--- config.mk ---
export PLATFORM = sky130hd
export DESIGN_NAME = fetch_controller
export DESIGN_NICKNAME = d
export VERILOG_FILES = /design/src/rtl/fetch_pkg.sv /design/src/rtl/fetch_skid_buffer.sv /design/src/rtl/fetch_controller.sv
export SDC_FILE = /design/constraint.sdc
export NUM_CORES = 1
export LEC_CHECK = 0
export CORE_MARGIN = 1
export CORE_UTILIZATION = 40
export CTS_BUF_LIST = sky130_fd_sc_hd__clkbuf_4 sky130_fd_sc_hd__clkbuf_8
export CTS_CLUSTER_DIAMETER = 120
export CTS_CLUSTER_SIZE = 14
export DETAILED_ROUTE_END_ITERATION = 8
export PLACE_DENSITY = 0.76
export SYNTH_ARGS = -nofsm -noshare
export SYNTH_HDL_FRONTEND = slang
export SYNTH_SLANG_ARGS = --single-unit
--- constraint.sdc ---
create_clock -name Clk -period 5.1 [get_ports Clk]
set_input_delay 0.51 -clock Clk [delete_from_list [all_inputs] [get_ports Clk]]
set_output_delay 0.51 -clock Clk [all_outputs]
set_load 0.02 [all_outputs]
--- src/rtl/fetch_pkg.sv ---
// Shared types and constants for the instruction fetch controller.
package fetch_pkg;

  localparam int unsigned WORD_BYTES = 4;
  localparam int unsigned ENTRY_W    = 64;

  // Controller state encoding
  typedef enum logic [1:0] {
    ST_RUN    = 2'd0,
    ST_HALTED = 2'd1,
    ST_FAULT  = 2'd2
  } fetch_state_e;

  // One buffered fetch: byte PC plus the instruction word read at that PC
  typedef struct packed {
    logic [31:0] pc;
    logic [31:0] instr;
  } fetch_entry_t;

endpackage

--- src/rtl/fetch_skid_buffer.sv ---
// Two-entry FIFO holding fetched {pc, instr} entries ahead of decode.
// Ports: Clk/Rst (async active-low), push/pop/flush controls,
//        dataIn (tail write), dataOut (head entry), count (0..2).
// Flush wins over push/pop. The caller never pushes into a full buffer
// unless it also pops in the same cycle.
module fetch_skid_buffer
  import fetch_pkg::*;
(
  input  logic         Clk,
  input  logic         Rst,
  input  logic         push,
  input  logic         pop,
  input  logic         flush,
  input  fetch_entry_t dataIn,
  output fetch_entry_t dataOut,
  output logic [1:0]   count
);

  fetch_entry_t slot_q [2];
  logic [1:0]   count_q;

  // Slot 0 is always the head; a pop shifts slot 1 down
  always_ff @(posedge Clk or negedge Rst) begin
    if (!Rst) begin
      slot_q[0] <= '0;
      slot_q[1] <= '0;
      count_q   <= 2'd0;
    end else if (flush) begin
      count_q <= 2'd0;
    end else begin
      case ({push, pop})
        2'b10: begin
          if (count_q == 2'd0) slot_q[0] <= dataIn;
          else                 slot_q[1] <= dataIn;
          count_q <= count_q + 2'd1;
        end
        2'b01: begin
          slot_q[0] <= slot_q[1];
          count_q   <= count_q - 2'd1;
        end
        2'b11: begin
          // Occupancy unchanged; the new entry lands behind whatever remains
          if (count_q == 2'd1) begin
            slot_q[0] <= dataIn;
          end else begin
            slot_q[0] <= slot_q[1];
            slot_q[1] <= dataIn;
          end
        end
        default: ;
      endcase
    end
  end

  assign dataOut = slot_q[0];
  assign count   = count_q;

endmodule

--- src/rtl/fetch_controller.sv ---
// Instruction fetch controller: owns the PC, drives the word address of a
// combinational instruction memory, buffers returned words in a 2-entry
// skid buffer and hands them to decode with valid/ready.
// Ports: Clk, Rst (async active-low); imemAddr/imemData memory side;
//        redirectValid/redirectTarget branch redirect; haltIn sticky halt;
//        decodeReady/fetchValid/fetchInstr/fetchPC/fetchPCPlus4 decode side;
//        fault (sticky illegal target / fetch past end); fetchCount.
module fetch_controller
  import fetch_pkg::*;
#(
  parameter logic [31:0] RESET_PC   = 32'h0000_0000,
  parameter int unsigned IMEM_DEPTH = 1024
) (
  input  logic        Clk,
  input  logic        Rst,
  output logic [31:0] imemAddr,
  input  logic [31:0] imemData,
  input  logic        redirectValid,
  input  logic [31:0] redirectTarget,
  input  logic        haltIn,
  input  logic        decodeReady,
  output logic        fetchValid,
  output logic [31:0] fetchInstr,
  output logic [31:0] fetchPC,
  output logic [31:0] fetchPCPlus4,
  output logic        fault,
  output logic [31:0] fetchCount
);

  localparam logic [31:0] DEPTH_LIMIT = 32'(IMEM_DEPTH);

  fetch_state_e state_q, state_d;
  logic [31:0]  pc_q, pc_d;
  logic [31:0]  count_q, count_d;
  logic         fault_q, fault_d;

  logic         push_c, pop_c, flush_c, buf_pop_c;
  logic         target_bad_c, pc_oob_c;
  logic [1:0]   buf_count;
  fetch_entry_t head, tail_in;

  assign target_bad_c = (redirectTarget[1:0] != 2'b00) ||
                        ((redirectTarget >> 2) >= DEPTH_LIMIT);
  assign pc_oob_c     = (pc_q >> 2) >= DEPTH_LIMIT;
  assign pop_c        = fetchValid & decodeReady;
  assign buf_pop_c    = pop_c & ~flush_c;
  assign tail_in      = '{pc: pc_q, instr: imemData};

  // State register
  always_ff @(posedge Clk or negedge Rst) begin
    if (!Rst) begin
      state_q <= ST_RUN;
      pc_q    <= RESET_PC;
      count_q <= 32'd0;
      fault_q <= 1'b0;
    end else begin
      state_q <= state_d;
      pc_q    <= pc_d;
      count_q <= count_d;
      fault_q <= fault_d;
    end
  end

  // Next state: redirect beats halt beats sequential fetch
  always_comb begin
    state_d = state_q;
    pc_d    = pc_q;
    count_d = count_q;
    fault_d = fault_q;
    push_c  = 1'b0;
    flush_c = 1'b0;
    if (state_q == ST_RUN) begin
      if (redirectValid) begin
        flush_c = 1'b1;
        if (target_bad_c) begin
          state_d = ST_FAULT;
          fault_d = 1'b1;
        end else begin
          pc_d = redirectTarget;
          if (haltIn) state_d = ST_HALTED;
        end
      end else if (haltIn) begin
        state_d = ST_HALTED;
      end else if (pc_oob_c) begin
        // Ran off the end of memory; no wrap
        state_d = ST_FAULT;
        fault_d = 1'b1;
      end else if ((buf_count != 2'd2) || pop_c) begin
        push_c  = 1'b1;
        pc_d    = pc_q + 32'(WORD_BYTES);
        count_d = count_q + 32'd1;
      end
    end
  end

  fetch_skid_buffer u_buf (
    .Clk    (Clk),
    .Rst    (Rst),
    .push   (push_c),
    .pop    (buf_pop_c),
    .flush  (flush_c),
    .dataIn (tail_in),
    .dataOut(head),
    .count  (buf_count)
  );

  // Head fields read as zero whenever nothing is valid
  assign fetchValid   = buf_count != 2'd0;
  assign fetchInstr   = fetchValid ? head.instr : 32'd0;
  assign fetchPC      = fetchValid ? head.pc : 32'd0;
  assign fetchPCPlus4 = fetchValid ? head.pc + 32'(WORD_BYTES) : 32'd0;
  assign imemAddr     = {2'b00, pc_q[31:2]};
  assign fault        = fault_q;
  assign fetchCount   = count_q;

endmodule

Word level (Yosys, flattened, before mapping). Cells that the tools add are included.

Logic and storage cells: 85. Output and inout bits: 162. Bits of input ports: 69. Register bits: 197.

Multiplexer cells: 32. Reduce and logical (&&, ||, !) cells: 18. Bitwise gates (word level): 6. Equal/unequal tests: 13. $add $sub $neg: 5. Order comparisons: 2.

Operators with widths (number): $mux W32 (8); $mux W64 (4); $pmux W64 S3 (1); $pmux W64 S2 (1); $add A32 B3 Y32 const B (2); $ge A30 B11 Y1 const B (2); $add A32 B1 Y32 const B (1); $mux W2 (6); $ne A2 B2 Y1 const B (6); $mux W1 (11); $reduce_and A5 Y1 (2); $reduce_bool A2 Y1 (5); $reduce_bool A3 Y1 (3); $reduce_and A4 Y1 (2); $reduce_and A3 Y1 (2); $eq A2 B1 Y1 const B (2); $eq A2 B2 Y1 const B (2); $logic_not A2 Y1 (2); $ne A2 B1 Y1 const B (2); $not A1 Y1 (4); $pmux W2 S2 (1); $ne A3 B1 Y1 const B (1); $add A2 B1 Y2 const B (1); $and A1 B1 Y1 (2); 2 further kinds (3).

Longest topological paths before layout. Gate-level depths: netlist (run 1).

Depth after elaboration: 11. Depth in mapped cells: 11. Mapped depth without buffers: 7.

Hierarchy. From an unflattened synthesis (run 1), not the netlist that was laid out.

Cell total of the unflattened synthesis: 964. Area, all modules: 11019.3 um^2.

Modules (own cells, without submodules): fetch_skid_buffer (instances 1, cells an instance 425, area each 6384.9 um^2, seq. area each 3253.1 um^2); fetch_controller (instances 1, cells an instance 539, area each 4634.4 um^2, seq. area each 1676.6 um^2).

Worst setup path after synthesis (run 1). No wires, ideal clock.

Path type: input-to-reg. Start: input redirectValid. End: register u_buf.slot_q[16] in the netlist's numbering. Stages on the path: 6. Buffers on the path: 1. Library setup time: 125 ps. Data arrival time: 2538 ps. Required time: 4975 ps. Setup slack: 2437 ps. Path through: or4_4 nor3_4 nand2_2 a2111oi_4 buf_6 mux2_2.

Word-level cells in the longest chain between the ends: 7. Elaborated cells between the ends (all ways): 13. Those cells by class: eq/ne: 4; mux: 5; bitwise: 2; reduce/logical: 2.

RTL lines: start, declared (line fetch_controller.sv:18) `input logic redirectValid,`; $mux W1 (line fetch_controller.sv:73) `if (redirectValid) begin`; $mux W1 (line fetch_controller.sv:72) `if (state_q == ST_RUN) begin`; $not A1 Y1 (no source line); $and A1 B1 Y1 (line fetch_controller.sv:46) `assign buf_pop_c = pop_c & ~flush_c;`; $eq A2 B2 Y1 (line fetch_skid_buffer.sv:31) `case ({push, pop})`; $ne A2 B2 Y1 (no source line) / $reduce_bool A2 Y1 (equally long branches); $reduce_and A4 Y1 (no source line); end, declared (line fetch_skid_buffer.sv:19) `fetch_entry_t slot_q [2];`.

Several ways; a longest one is shown, not always the timed one. A chain may end at the register's enable or synchronous reset.

Final worst setup path (run 1).
Start: register u_buf.slot_q, in the netlist u_buf.dataOut[34]. End: output fetchPCPlus4[30].

Word-level cells in the longest chain between the ends: 2.

RTL lines: $add A32 B3 Y32 (line fetch_controller.sv:111) `assign fetchPCPlus4 = fetchValid ? head.pc + 32'(WORD_BYTES) : 32'd0;`; $mux W32 (line fetch_controller.sv:111); end, declared (line fetch_controller.sv:25) `output logic [31:0] fetchPCPlus4,`.

No other way between the ends.

==> impl_metrics.toml, run 1 <==
[outcome]
run_status = "finished clean"

[sta]
clock-skew-final_ns = 0.01819
setup-violations-final = 0
count_of_final_hold_check_violations = 0
fin_ws_ns = 1.222
final.min_clock_period_ns = 3.878
timing.slew.headroom = 0.2792
worst_pin_slew_ns = 1.081
final-max-slew-violation-count = 0
maximum_clock_frequency_mhz = 257.9
unrepaired_setup_endpoints_after_global_routing = "false"
post-route-period-util = 0.7603
setup-tns-final_ns = 0

[logic_synthesis]
synth_compound_area_frac = 0.09909
synth_adder_area_share = 0.009008
synth_cells = 901
synth_xor_xnor_area_share = 0.04774
syn_area_per_cell_um2 = 10.79
seq_area_frac_synth = 0.5070
async_reset_ff_frac = 1.000
synth-edff-count = 0
dominantRegCellSynth = "sky130_fd_sc_hd__dfrtp_1"
synth_top_area_frac = 0.5070
yosys_register_bits = 197
synth_area_leader_cell = "sky130_fd_sc_hd__dfrtp_1"
synth.distinct_cells = 54
synth_simple_gate_area_frac = 0.2158
synthesis.yosys.warnings = 0
dominant_combinational_cell_family_by_area_after_synthesis = "simple AND/OR/NAND/NOR gates"
post_synth_mux_area_share = 0.05971
area_contributors_post_synth = "sky130_fd_sc_hd__dfrtp_1 51%, sky130_fd_sc_hd__mux2_2 5.3%, sky130_fd_sc_hd__o221a_2 5.3%"
synthesis.area_um2 = 9723

[clock_tree]
clock_path_buffers = 2
tritoncts = "done"
clock-root-buffer = "sky130_fd_sc_hd__clkbuf_8"
hold_buffers = 0
clock_sinks = 197
htree_levels = 4
clock_latency_ns = 0.47
count_of_cells_resized_by_post_cts_repair = 0
postCtsSetupBuffers = 0
cts_buffers = 17
clock_edge_transition_at_the_registers_on_the_reported_setup_and_hold_paths_ns = 0.10

[route]
remaining_drc_errors = 0
dr.pass1.iters = 5
detail_route.iter0.violations = 421
detail-route-antenna-nets = 0
vias_per_cell = 5.148
vias = 7238
routed_wire_length_per_instance_um = 17.09
wirelength_mm = 24.03

[power_and_ir_drop]
total_power_mw = 4.459
netSwitchingPower_mw = 1.545
powerDensity_nw_per_um2 = 359.3
vdd_ir_drop_max_v = 0.0003553
power.share.sequential = 0.408
total_leakage_power_nw = 5.516
power_frac_clock = 0.225
power.combinational.fraction = 0.367
internal_power_mw = 2.914
power_switching_share = 0.3464

[floorplan]
die_w_um = 157.9
full_die_area_um2 = 24940
floorplan.die.height_um = 157.9
coreArea_um2 = 23680
initial_utilization = 0.4106
floorplan.rows = 56
io_pins = 231

[critical_path]
worst_r2r_startpoint = "u_buf.count[1]$_DFFE_PN0P_"
critical_path_class = "reg2out"
crit_path_max_fanout = 14
critPathLaunchType = "flip-flop"
critical_path.endpoint_type = "output pin"
cp.arrival_ns = 3.37
worst_ep_required_time_ns = 4.59
cp-startpoint = "u_buf.dataOut[34]$_DFFE_PN0P_"

[layout]
area_growth_pct = 27.62
fillerInstances = 2142
final_design_area_no_fill_um2 = 12410
number_of_antenna_diodes = 0
layout.nets = 1150
postLayoutCoreUtil = 0.5239
drive_gt1_frac = 0.1444

[grt]
initial_antenna_violation_count = 0
global_route.overflow_total = 0
grt_util_all_layers = 0.1976
grt_max_degree = 110
grt_first_pass_wirelength_mm = 38.32
vias_in_the_first_global_route = 7080

[placement]
post_dp_cell_area_um2 = 12020
pre_cts_slack_ns = 1.526
buffer_ports.inserted = 228
place_hpwl_mm = 16.23
place_congestion = 0.7914

[flow_run]
max_cap_violations = 0

[hold_path]
hold_class = "in2async"
==> per-layer routing <==
| metal | track usage | vias to the layer above | share of wire |
|---|---|---|---|
| met1 | 0.2703 | 3569 | 0.46 |
| met5 | 0 | - | 0 |
| met4 | 0.07813 | 0 | 0.023 |
| li1 | - | 3453 | - |
| met2 | 0.3132 | 183 | 0.48 |
| met3 | 0.03121 | 33 | 0.038 |
==> power groups by stage <==
stage / Sequential [mW] / Combinational, mW / Clock, mW
CTS: 1.82 / 1.66 / 1.04
detailed placement: 1.84 / 1.65 / 0
global placement: 1.85 / 1.63 / 0
global route: 1.84 / 1.75 / 1.09
floorplan: 1.81 / 0.957 / 0
finish: 1.82 / 1.64 / 1.01
==> cell usage after synthesis (2+ instances only) <==
library cell,number
sky130_fd_sc_hd__mux2_2,46
sky130_fd_sc_hd__buf_4,34
sky130_fd_sc_hd__buf_2,2
sky130_fd_sc_hd__o22ai_1,6
sky130_fd_sc_hd__ha_1,7
sky130_fd_sc_hd__or4_4,3
sky130_fd_sc_hd__nand3_1,29
sky130_fd_sc_hd__nor4_1,19
sky130_fd_sc_hd__nor3_1,15
sky130_fd_sc_hd__dfrtp_1,197
sky130_fd_sc_hd__a22oi_1,20
sky130_fd_sc_hd__buf_6,6
sky130_fd_sc_hd__nor3b_1,2
sky130_fd_sc_hd__a21o_1,2
sky130_fd_sc_hd__nor2b_1,81
sky130_fd_sc_hd__clkbuf_1,41
sky130_fd_sc_hd__and4_1,8
sky130_fd_sc_hd__buf_1,2
sky130_fd_sc_hd__or3_1,7
sky130_fd_sc_hd__or2_2,2
sky130_fd_sc_hd__xnor2_1,35
sky130_fd_sc_hd__nand4_1,12
sky130_fd_sc_hd__nor3_2,6
sky130_fd_sc_hd__or4_1,3
sky130_fd_sc_hd__o21ai_0,8
sky130_fd_sc_hd__and2_1,7
sky130_fd_sc_hd__a21oi_1,16
sky130_fd_sc_hd__nand2_1,33
sky130_fd_sc_hd__inv_1,27
sky130_fd_sc_hd__and3_1,18
sky130_fd_sc_hd__mux2_1,2
sky130_fd_sc_hd__xor2_1,18
sky130_fd_sc_hd__nor4_2,2
sky130_fd_sc_hd__nor2_1,70
sky130_fd_sc_hd__o221a_2,46
sky130_fd_sc_hd__mux2i_1,4
sky130_fd_sc_hd__o32ai_1,2
sky130_fd_sc_hd__nand2b_1,47
==> layout by cell type, fill, tap and decap left out, types with 4 or more instances in the layout <==
cell type / n
sky130_fd_sc_hd__nand2b_1: 47
sky130_fd_sc_hd__o22ai_1: 6
sky130_fd_sc_hd__clkinv_4: 4
sky130_fd_sc_hd__nor3_2: 6
sky130_fd_sc_hd__o21ai_0: 8
sky130_fd_sc_hd__xor2_1: 18
sky130_fd_sc_hd__clkdlybuf4s50_1: 227
sky130_fd_sc_hd__inv_1: 27
sky130_fd_sc_hd__or3_1: 7
sky130_fd_sc_hd__nor4_1: 19
sky130_fd_sc_hd__and3_1: 18
sky130_fd_sc_hd__buf_4: 10
sky130_fd_sc_hd__nand4_1: 12
sky130_fd_sc_hd__and2_1: 7
sky130_fd_sc_hd__a21oi_1: 16
sky130_fd_sc_hd__nor2b_1: 81
sky130_fd_sc_hd__and4_1: 8
sky130_fd_sc_hd__mux2i_1: 4
sky130_fd_sc_hd__nor3_1: 15
sky130_fd_sc_hd__nand2_1: 32
sky130_fd_sc_hd__mux2_2: 46
sky130_fd_sc_hd__ha_1: 6
sky130_fd_sc_hd__a22oi_1: 20
sky130_fd_sc_hd__o221a_2: 46
sky130_fd_sc_hd__nor2_1: 70
sky130_fd_sc_hd__clkbuf_8: 19
sky130_fd_sc_hd__xnor2_1: 35
sky130_fd_sc_hd__nand3_1: 29
sky130_fd_sc_hd__dfrtp_1: 197
==> registers in the layout, summed over array words and instances (netlist names) <==
register and flops:
fault 1, fetchCount 32, pc_q 32, state_q 2
u_buf.count 2, u_buf.dataOut 64, u_buf.slot_q 64
==> final cells by class <==
class	instances	area (um2)	area share
tap	319	399.1	0.03217
sequential	197	4930	0.3973
clock inverter	13	137.6	0.01109
timing repair buffer	238	2361	0.1903
clock buffer	19	255.2	0.02057
inverter	27	101.3	0.008168
multi-input combinational	593	4224	0.3404
==> through the flow <==
step | std cells | hold slack, ns
final | 1406 | 0.1505
after detailed placement | 1374 | 0.4552
after global routing | 1406 | 0.1808
after global placement | 1374 | 0.4515
after CTS | 1406 | 0.1518
after floorplan | 902 | 0.2144
==> logic make-up after synthesis <==
kind of cell,after synthesis
buffers and inverters,112
AOI/OAI and AO/OA,110
other,1
and+or+nand+nor,369
adders and majority gates,7
xor gates and xnor gates,53
DFF,197
muxes,52
==> worst paths after layout <==
kind	to	slack [ns]	depth (start not counted)
worst max-delay path	fetchPCPlus4[30]	1.22	5
worst min-delay path	u_buf.slot_q[4]$_DFFE_PN0P_	0.15	1
worst min register to register	fetchCount[31]$_DFFE_PN0P_	0.48	1
min in group Clk	fetchCount[31]$_DFFE_PN0P_	0.48	1
worst max register to register	u_buf.dataOut[2]$_DFFE_PN0P_	1.80	8
max in group asynchronous	u_buf.slot_q[45]$_DFFE_PN0P_	3.83	2
==> critical path: stages, from the launching register on <==
cell and delay (ns):
sky130_fd_sc_hd__dfrtp_1 0.50, sky130_fd_sc_hd__ha_1 0.28, sky130_fd_sc_hd__nand3_1 0.52, sky130_fd_sc_hd__nor4_1 0.63, sky130_fd_sc_hd__mux2_2 0.39, sky130_fd_sc_hd__clkdlybuf4s50_1 0.56
Note: power is estimated with default switching activity, not from simulation.
==> run 2: changes to the inputs <==
==> constraint.sdc (replaced) <==
create_clock -name Clk -period 3.8 [get_ports Clk]
set_input_delay 0.38 -clock Clk [delete_from_list [all_inputs] [get_ports Clk]]
set_output_delay 0.38 -clock Clk [all_outputs]
set_load 0.02 [all_outputs]
==> run 2 against run 1 <==
Compared with the run above:
- sequential power up 34%
- routed wire length up 1.9%
- total power up 35%
- final area up 0.92%
- highest routed layer unchanged
==> impl_metrics.toml, run 2 (same netlist as run 1, synthesis figures left out) <==
[grt]
vias_in_the_first_global_route = 7311
grt_max_degree = 98
initial_antenna_violation_count = 0
grt_first_pass_wirelength_mm = 39.27
global_route.overflow_total = 0
grt_util_all_layers = 0.2014

[outcome]
run_status = "finished clean"

[critical_path]
crit_path_cell_trace = "and4_1, nand4_1, nor4_1, mux2_2, clkdlybuf4s50_1"
cpPeakStageDelay_ns = 0.56
critPathLaunchType = "flip-flop"
cp_top_family = "simple AND/OR/NAND/NOR gates"
critical_path.endpoint_type = "output pin"
rrSetupSlack_ns = 1.03
critical_path_class = "reg2out"
crit_path_max_fanout = 12
cp.buffers_inverters = 1
cp.arrival_ns = 3.20
worst_ep_required_time_ns = 3.42
cp_slowest_cell = "sky130_fd_sc_hd__clkdlybuf4s50_1"

[route]
dr.pass1.iters = 5
detail_route.iter0.violations = 529
vias_per_cell = 5.246
vias = 7423
wirelength_mm = 24.49
detail-route-antenna-nets = 0
remaining_drc_errors = 0
routed_wire_length_per_instance_um = 17.31

[sta]
post-route-period-util = 0.9422
timing.slew.headroom = 0.3125
setup-violations-final = 0
final.min_clock_period_ns = 3.581
worst_pin_slew_ns = 1.031
unrepaired_setup_endpoints_after_global_routing = "false"
setup-tns-final_ns = 0
maximum_clock_frequency_mhz = 279.3
clock-skew-final_ns = 0.02065
holdWs_ns = 0.4813
final-max-slew-violation-count = 0
count_of_final_hold_check_violations = 0

[layout]
layout_commonest_cell = "sky130_fd_sc_hd__clkdlybuf4s50_1"
layout.nets = 1160
number_of_antenna_diodes = 0
final_cell_mix = "227 x sky130_fd_sc_hd__clkdlybuf4s50_1, 197 x sky130_fd_sc_hd__dfrtp_1, 81 x sky130_fd_sc_hd__nor2b_1, 70 x sky130_fd_sc_hd__nor2_1, 47 x sky130_fd_sc_hd__nand2b_1"
drive_gt1_frac = 0.1515
area_growth_pct = 28.79
fillerInstances = 2151
area_taken_by_flip_flops_and_latches_um2 = 4930
area_occupied_by_multi_input_gates_um2 = 4229

[floorplan]
initial_utilization = 0.4106
floorplan.die.height_um = 157.9
floorplan.rows = 56
full_die_area_um2 = 24940
die_w_um = 157.9
coreArea_um2 = 23680
io_pins = 231

[clock_tree]
tritoncts = "done"
clock-root-buffer = "sky130_fd_sc_hd__clkbuf_8"
cts_buffers = 17
clock_path_buffers = 2
clock_latency_ns = 0.46
clock_edge_transition_at_the_registers_on_the_reported_setup_and_hold_paths_ns = 0.10
htree_levels = 4
clock_sinks = 197

[power_and_ir_drop]
vdd_ir_drop_max_v = 0.0005022
total_leakage_power_nw = 5.567
total_power_mw = 6.003
powerDensity_nw_per_um2 = 479.4

[placement]
buffer_ports.inserted = 228
place_congestion = 0.7924
place_hpwl_mm = 16.44

[flow_run]
max_cap_violations = 0

[hold_path]
hold_class = "reg2reg"
run 2: where the power goes:
| group | total [mW] | internal [mW] | switching (mW) |
|---|---|---|---|
| Combinational | 2.22 | 1.07 | 1.15 |
| Clock | 1.35 | 0.560 | 0.791 |
| Sequential | 2.43 | 2.29 | 0.143 |
| Total | 6.00 | 3.92 | 2.08 |
run 2: path summary, 6_finish.rpt:
| kind | startpoint | end | depth (start not counted) |
|---|---|---|---|
| max | u_buf.dataOut[36]$_DFFE_PN0P_ | fetchPCPlus4[27] | 5 |
| max reg2reg | pc_q[31]$_DFFE_PN0P_ | pc_q[11]$_DFFE_PN0P_ | 6 |
| min | fetchCount[31]$_DFFE_PN0P_ | fetchCount[31]$_DFFE_PN0P_ | 1 |
| min in group asynchronous | Rst | u_buf.dataOut[57]$_DFFE_PN0P_ | 2 |
| min reg2reg | fetchCount[31]$_DFFE_PN0P_ | fetchCount[31]$_DFFE_PN0P_ | 1 |
| max in group asynchronous | Rst | fetchCount[7]$_DFFE_PN0P_ | 3 |
run 2: per-layer routing:
metal / vias up / wire length, um / global-route usage
li1: 3477 / - / -
met1: 3695 / 10920 / 0.2723
met2: 213 / 11910 / 0.3260
met3: 38 / 1013 / 0.02929
met4: 0 / 647 / 0.07721
met5: - / 0 / 0
run 2: area by class of cell:
type	instances	area share
Clock buffer	18	0.01978
Clock inverter	13	0.01109
Inverter	27	0.008094
Multi-Input combinational cell	593	0.3377
Sequential cell	197	0.3937
Tap cell	319	0.03187
Timing Repair Buffer	248	0.1977
run 2: what timing repair did:
item                                    4_1_cts  5_1_grt
setup buffers                                 0        0
endpoints found under the setup margin        0        2
endpoints found under the hold margin        77        0
resized for setup                             0        1
hold buffers                                  1        0
run 2: per-stage QoR:
stage | util | cells | area (um2) | worst slack (ns)
2_1_floorplan | - | 902 | 9727 | 1.146
3_3_place_gp | 0.5118 | 1383 | 12120 | 0.6589
3_5_place_dp | 0.5118 | 1383 | 12120 | 0.6245
4_1_cts | 0.5285 | 1415 | 12520 | 0.09855
5_1_grt | 0.5287 | 1415 | 12520 | 0.01645
6_report | 0.5287 | 1415 | 12520 | 0.2195
run 2: worst reg2reg max path, delay by kind of cell, from the launching register on:
| kind | cells | cell delay (ns) |
|---|---|---|
| AOI/OAI and AO/OA | 3 | 1.05 |
| buffers and inverters | 1 | 0.22 |
| DFF | 1 | 0.43 |
| and+or+nand+nor | 2 | 0.96 |
==> run 3: changes to the inputs <==
--- a/config.mk
+++ b/config.mk
@@ -5,13 +5,14 @@
 export SDC_FILE = /design/constraint.sdc
 export NUM_CORES = 1
 export LEC_CHECK = 0
+export ABC_AREA = 1
 export CORE_MARGIN = 1
 export CORE_UTILIZATION = 40
 export CTS_BUF_LIST = sky130_fd_sc_hd__clkbuf_4 sky130_fd_sc_hd__clkbuf_8
 export CTS_CLUSTER_DIAMETER = 120
 export CTS_CLUSTER_SIZE = 14
 export DETAILED_ROUTE_END_ITERATION = 8
-export PLACE_DENSITY = 0.76
+export PLACE_DENSITY = 0.73
 export SYNTH_ARGS = -nofsm -noshare
 export SYNTH_HDL_FRONTEND = slang
 export SYNTH_SLANG_ARGS = --single-unit
==> run 3 against run 2 <==
Compared with the run above:
- combinational power rose by 53%
- core utilization down 2.9 points
- clock power about the same
- fmax increased by 3.8%
- cell count rose by 66%
- largest cell class is now multi-input gates
==> impl_metrics.toml, run 3 <==
[logic_synthesis]
yosys_register_bits = 197
synth_top_area_frac = 0.4041
synthesis.yosys.warnings = 0
dominantRegCellSynth = "sky130_fd_sc_hd__dfrtp_1"
count_leader_synth = "sky130_fd_sc_hd__nand2_1"
syn_area_per_cell_um2 = 6.799
async_reset_ff_frac = 1.000
synth_cells = 1794
synth_area_leader_cell = "sky130_fd_sc_hd__dfrtp_1"
synth-edff-count = 0
area_contributors_post_synth = "sky130_fd_sc_hd__dfrtp_1 40%, sky130_fd_sc_hd__nand2_1 15%, sky130_fd_sc_hd__nor2_1 11%"
synthesis.area_um2 = 12200
synthTopCellsByCount = "496 x sky130_fd_sc_hd__nand2_1, 348 x sky130_fd_sc_hd__nor2_1, 197 x sky130_fd_sc_hd__dfrtp_1"
seq_area_frac_synth = 0.4041
synth.distinct_cells = 36

[route]
remaining_drc_errors = 0
vias_per_cell = 5.057
detail_route.iter0.violations = 1041
detail-route-antenna-nets = 0
routed_wire_length_per_instance_um = 15.11
wirelength_mm = 35.42
vias = 11853
dr.pass1.iters = 5

[grt]
grt_first_pass_wirelength_mm = 57.88
grt_util_all_layers = 0.2345
grt_max_degree = 89
global_route.overflow_total = 0
initial_antenna_violation_count = 1
vias_in_the_first_global_route = 11384

[clock_tree]
tritoncts = "done"
clock_sinks = 197
clock_path_buffers = 2
cts_buffers = 17
postCtsSetupBuffers = 0
clock-root-buffer = "sky130_fd_sc_hd__clkbuf_8"
htree_levels = 4
clock_edge_transition_at_the_registers_on_the_reported_setup_and_hold_paths_ns = 0.10
clock_latency_ns = 0.49

[sta]
clock-skew-final_ns = 0.01912
holdWs_ns = 0.4586
timing.slew.headroom = 0.3895
unrepaired_setup_endpoints_after_global_routing = "false"
setup-violations-final = 0
setup-tns-final_ns = 0
post-route-period-util = 0.9077
final.min_clock_period_ns = 3.449
maximum_clock_frequency_mhz = 289.9
final-max-slew-violation-count = 0
worst_pin_slew_ns = 0.9158
count_of_final_hold_check_violations = 0
fin_ws_ns = 0.3509

[floorplan]
full_die_area_um2 = 31200
io_pins = 231
coreArea_um2 = 29800
floorplan.rows = 63
die_w_um = 176.6
initial_utilization = 0.4094
floorplan.die.height_um = 176.6

[layout]
area_taken_by_flip_flops_and_latches_um2 = 4930
layout.nets = 2016
fillerInstances = 2898
area_occupied_by_multi_input_gates_um2 = 5806
area_growth_pct = 22.03
drive_gt1_frac = 0.05991
layout_commonest_cell = "sky130_fd_sc_hd__nand2_1"
final_cell_mix = "496 x sky130_fd_sc_hd__nand2_1, 347 x sky130_fd_sc_hd__nor2_1, 227 x sky130_fd_sc_hd__clkdlybuf4s50_1, 197 x sky130_fd_sc_hd__dfrtp_1, 191 x sky130_fd_sc_hd__inv_1"
layoutNonFillerInstCount = 2344
postLayoutCoreUtil = 0.4996

[flow_run]
max_cap_violations = 0

[critical_path]
critical_path.endpoint_type = "output pin"
worst_ep_required_time_ns = 3.42
critical_path_class = "reg2out"
rrSetupSlack_ns = 0.66
worst_r2r_startpoint = "u_buf.count[0]$_DFFE_PN0P_"
cp.arrival_ns = 3.07
critPathLaunchType = "flip-flop"
crit_reg_reg_endpoint = "u_buf.slot_q[31]$_DFFE_PN0P_"
crit_path_max_fanout = 6
reg2reg_depth = 13

[power_and_ir_drop]
powerDensity_nw_per_um2 = 487.9
vdd_ir_drop_max_v = 0.0002470
total_leakage_power_nw = 7.275

[placement]
pre_cts_slack_ns = 0.7104
place_hpwl_mm = 25.24
buffer_ports.inserted = 228
place_congestion = 0.9370
placed_cells = 2310

[outcome]
run_status = "finished clean"

[hold_path]
whs_endpoint = "state_q[1]$_DFFE_PN0P_"
hold-path-cell-count = 2
hold_path_startpoint = "state_q[1]$_DFFE_PN0P_"
hold_class = "reg2reg"
[run 3: cell types whose count changed after synthesis, sizes merged, moves of 68 or more]
cell	delta
inv	+187
o21ai	+71
nand2	+466
nor2b	-81
nor2	+280
nand3	+68
[run 3: area by class of cell]
type | count | area share
Multi-Input combinational cell | 1261 | 0.3900
Sequential cell | 197 | 0.3312
Timing Repair Buffer | 248 | 0.1655
Inverter | 215 | 0.05447
Tap cell | 390 | 0.03278
Clock buffer | 20 | 0.01765
Clock inverter | 12 | 0.008237
Antenna cell | 1 | 0.0001681
[run 3: worst max-delay path by stage]
stage | from | endpoint | depth (start not counted)
floorplan | u_buf.dataOut[34]$_DFFE_PN0P_ | fetchPCPlus4[20] | 9
global placement | u_buf.count[0]$_DFFE_PN0P_ | u_buf.slot_q[22]$_DFFE_PN0P_ | 13
detailed placement | u_buf.count[0]$_DFFE_PN0P_ | u_buf.slot_q[19]$_DFFE_PN0P_ | 13
CTS | u_buf.dataOut[34]$_DFFE_PN0P_ | fetchPCPlus4[20] | 10
global route | u_buf.dataOut[34]$_DFFE_PN0P_ | fetchPCPlus4[20] | 10
finish | u_buf.dataOut[34]$_DFFE_PN0P_ | fetchPCPlus4[20] | 10
[run 3: repair_timing]
| item | CTS | global route |
|---|---|---|
| hold buffers | 1 | 0 |
| setup endpoints to repair | 0 | 0 |
| resized for setup | 0 | 0 |
| endpoints found under the hold margin | 63 | 0 |
[run 3: per-stage QoR]
stage	area [um2]	total power, mW
floorplan	12200	4.518
global placement	14490	5.889
detailed placement	14490	5.931
CTS	14880	7.305
global route	14890	7.722
finish	14890	7.263
[run 3: logic make-up (layout without fill, tap and decap cells)]
kind of cell,count (synthesis),after routing,synth area share
AND/OR/NAND/NOR,1055,1055,0.3561
buffers and inverters,337,495,0.1233
flip-flops,197,197,0.4041
AO/OA/AOI/OAI,129,129,0.05406
XOR/XNOR,38,38,0.02728
multiplexers,30,30,0.02759
adder cells (fa/ha/maj),7,7,0.007180
other,1,3,0.0003074
[run 3: critical path, stage by stage (launching register included)]
cell	delay (ns)
sky130_fd_sc_hd__dfrtp_1	0.48
sky130_fd_sc_hd__ha_1	0.25
sky130_fd_sc_hd__nand3_1	0.23
sky130_fd_sc_hd__nor2_1	0.20
sky130_fd_sc_hd__nand2_1	0.09
sky130_fd_sc_hd__nor2_1	0.17
sky130_fd_sc_hd__nand3_1	0.16
sky130_fd_sc_hd__inv_1	0.09
sky130_fd_sc_hd__a21oi_1	0.06
sky130_fd_sc_hd__nor3_1	0.20
sky130_fd_sc_hd__clkdlybuf4s50_1	0.65
[run 3: report_power, final]
part           internal (mW)  total [mW]  switching [mW]  leakage [nW]
logic                   1.30        3.39            2.09          4.70
registers               2.33        2.50           0.174          2.38
clock network          0.565        1.37           0.808         0.193
total                   4.19        7.26            3.07          7.27
[run 3: per-layer routing]
| layer | vias to the layer above | routed length, um | global-route usage | part of all wire |
|---|---|---|---|---|
| met4 | 0 | 815 | 0.08369 | 0.023 |
| li1 | 5826 | - | - | - |
| met5 | - | 0 | 0 | 0 |
| met3 | 52 | 2086 | 0.03780 | 0.059 |
| met1 | 5585 | 15730 | 0.3139 | 0.44 |
| met2 | 390 | 16780 | 0.3824 | 0.47 |
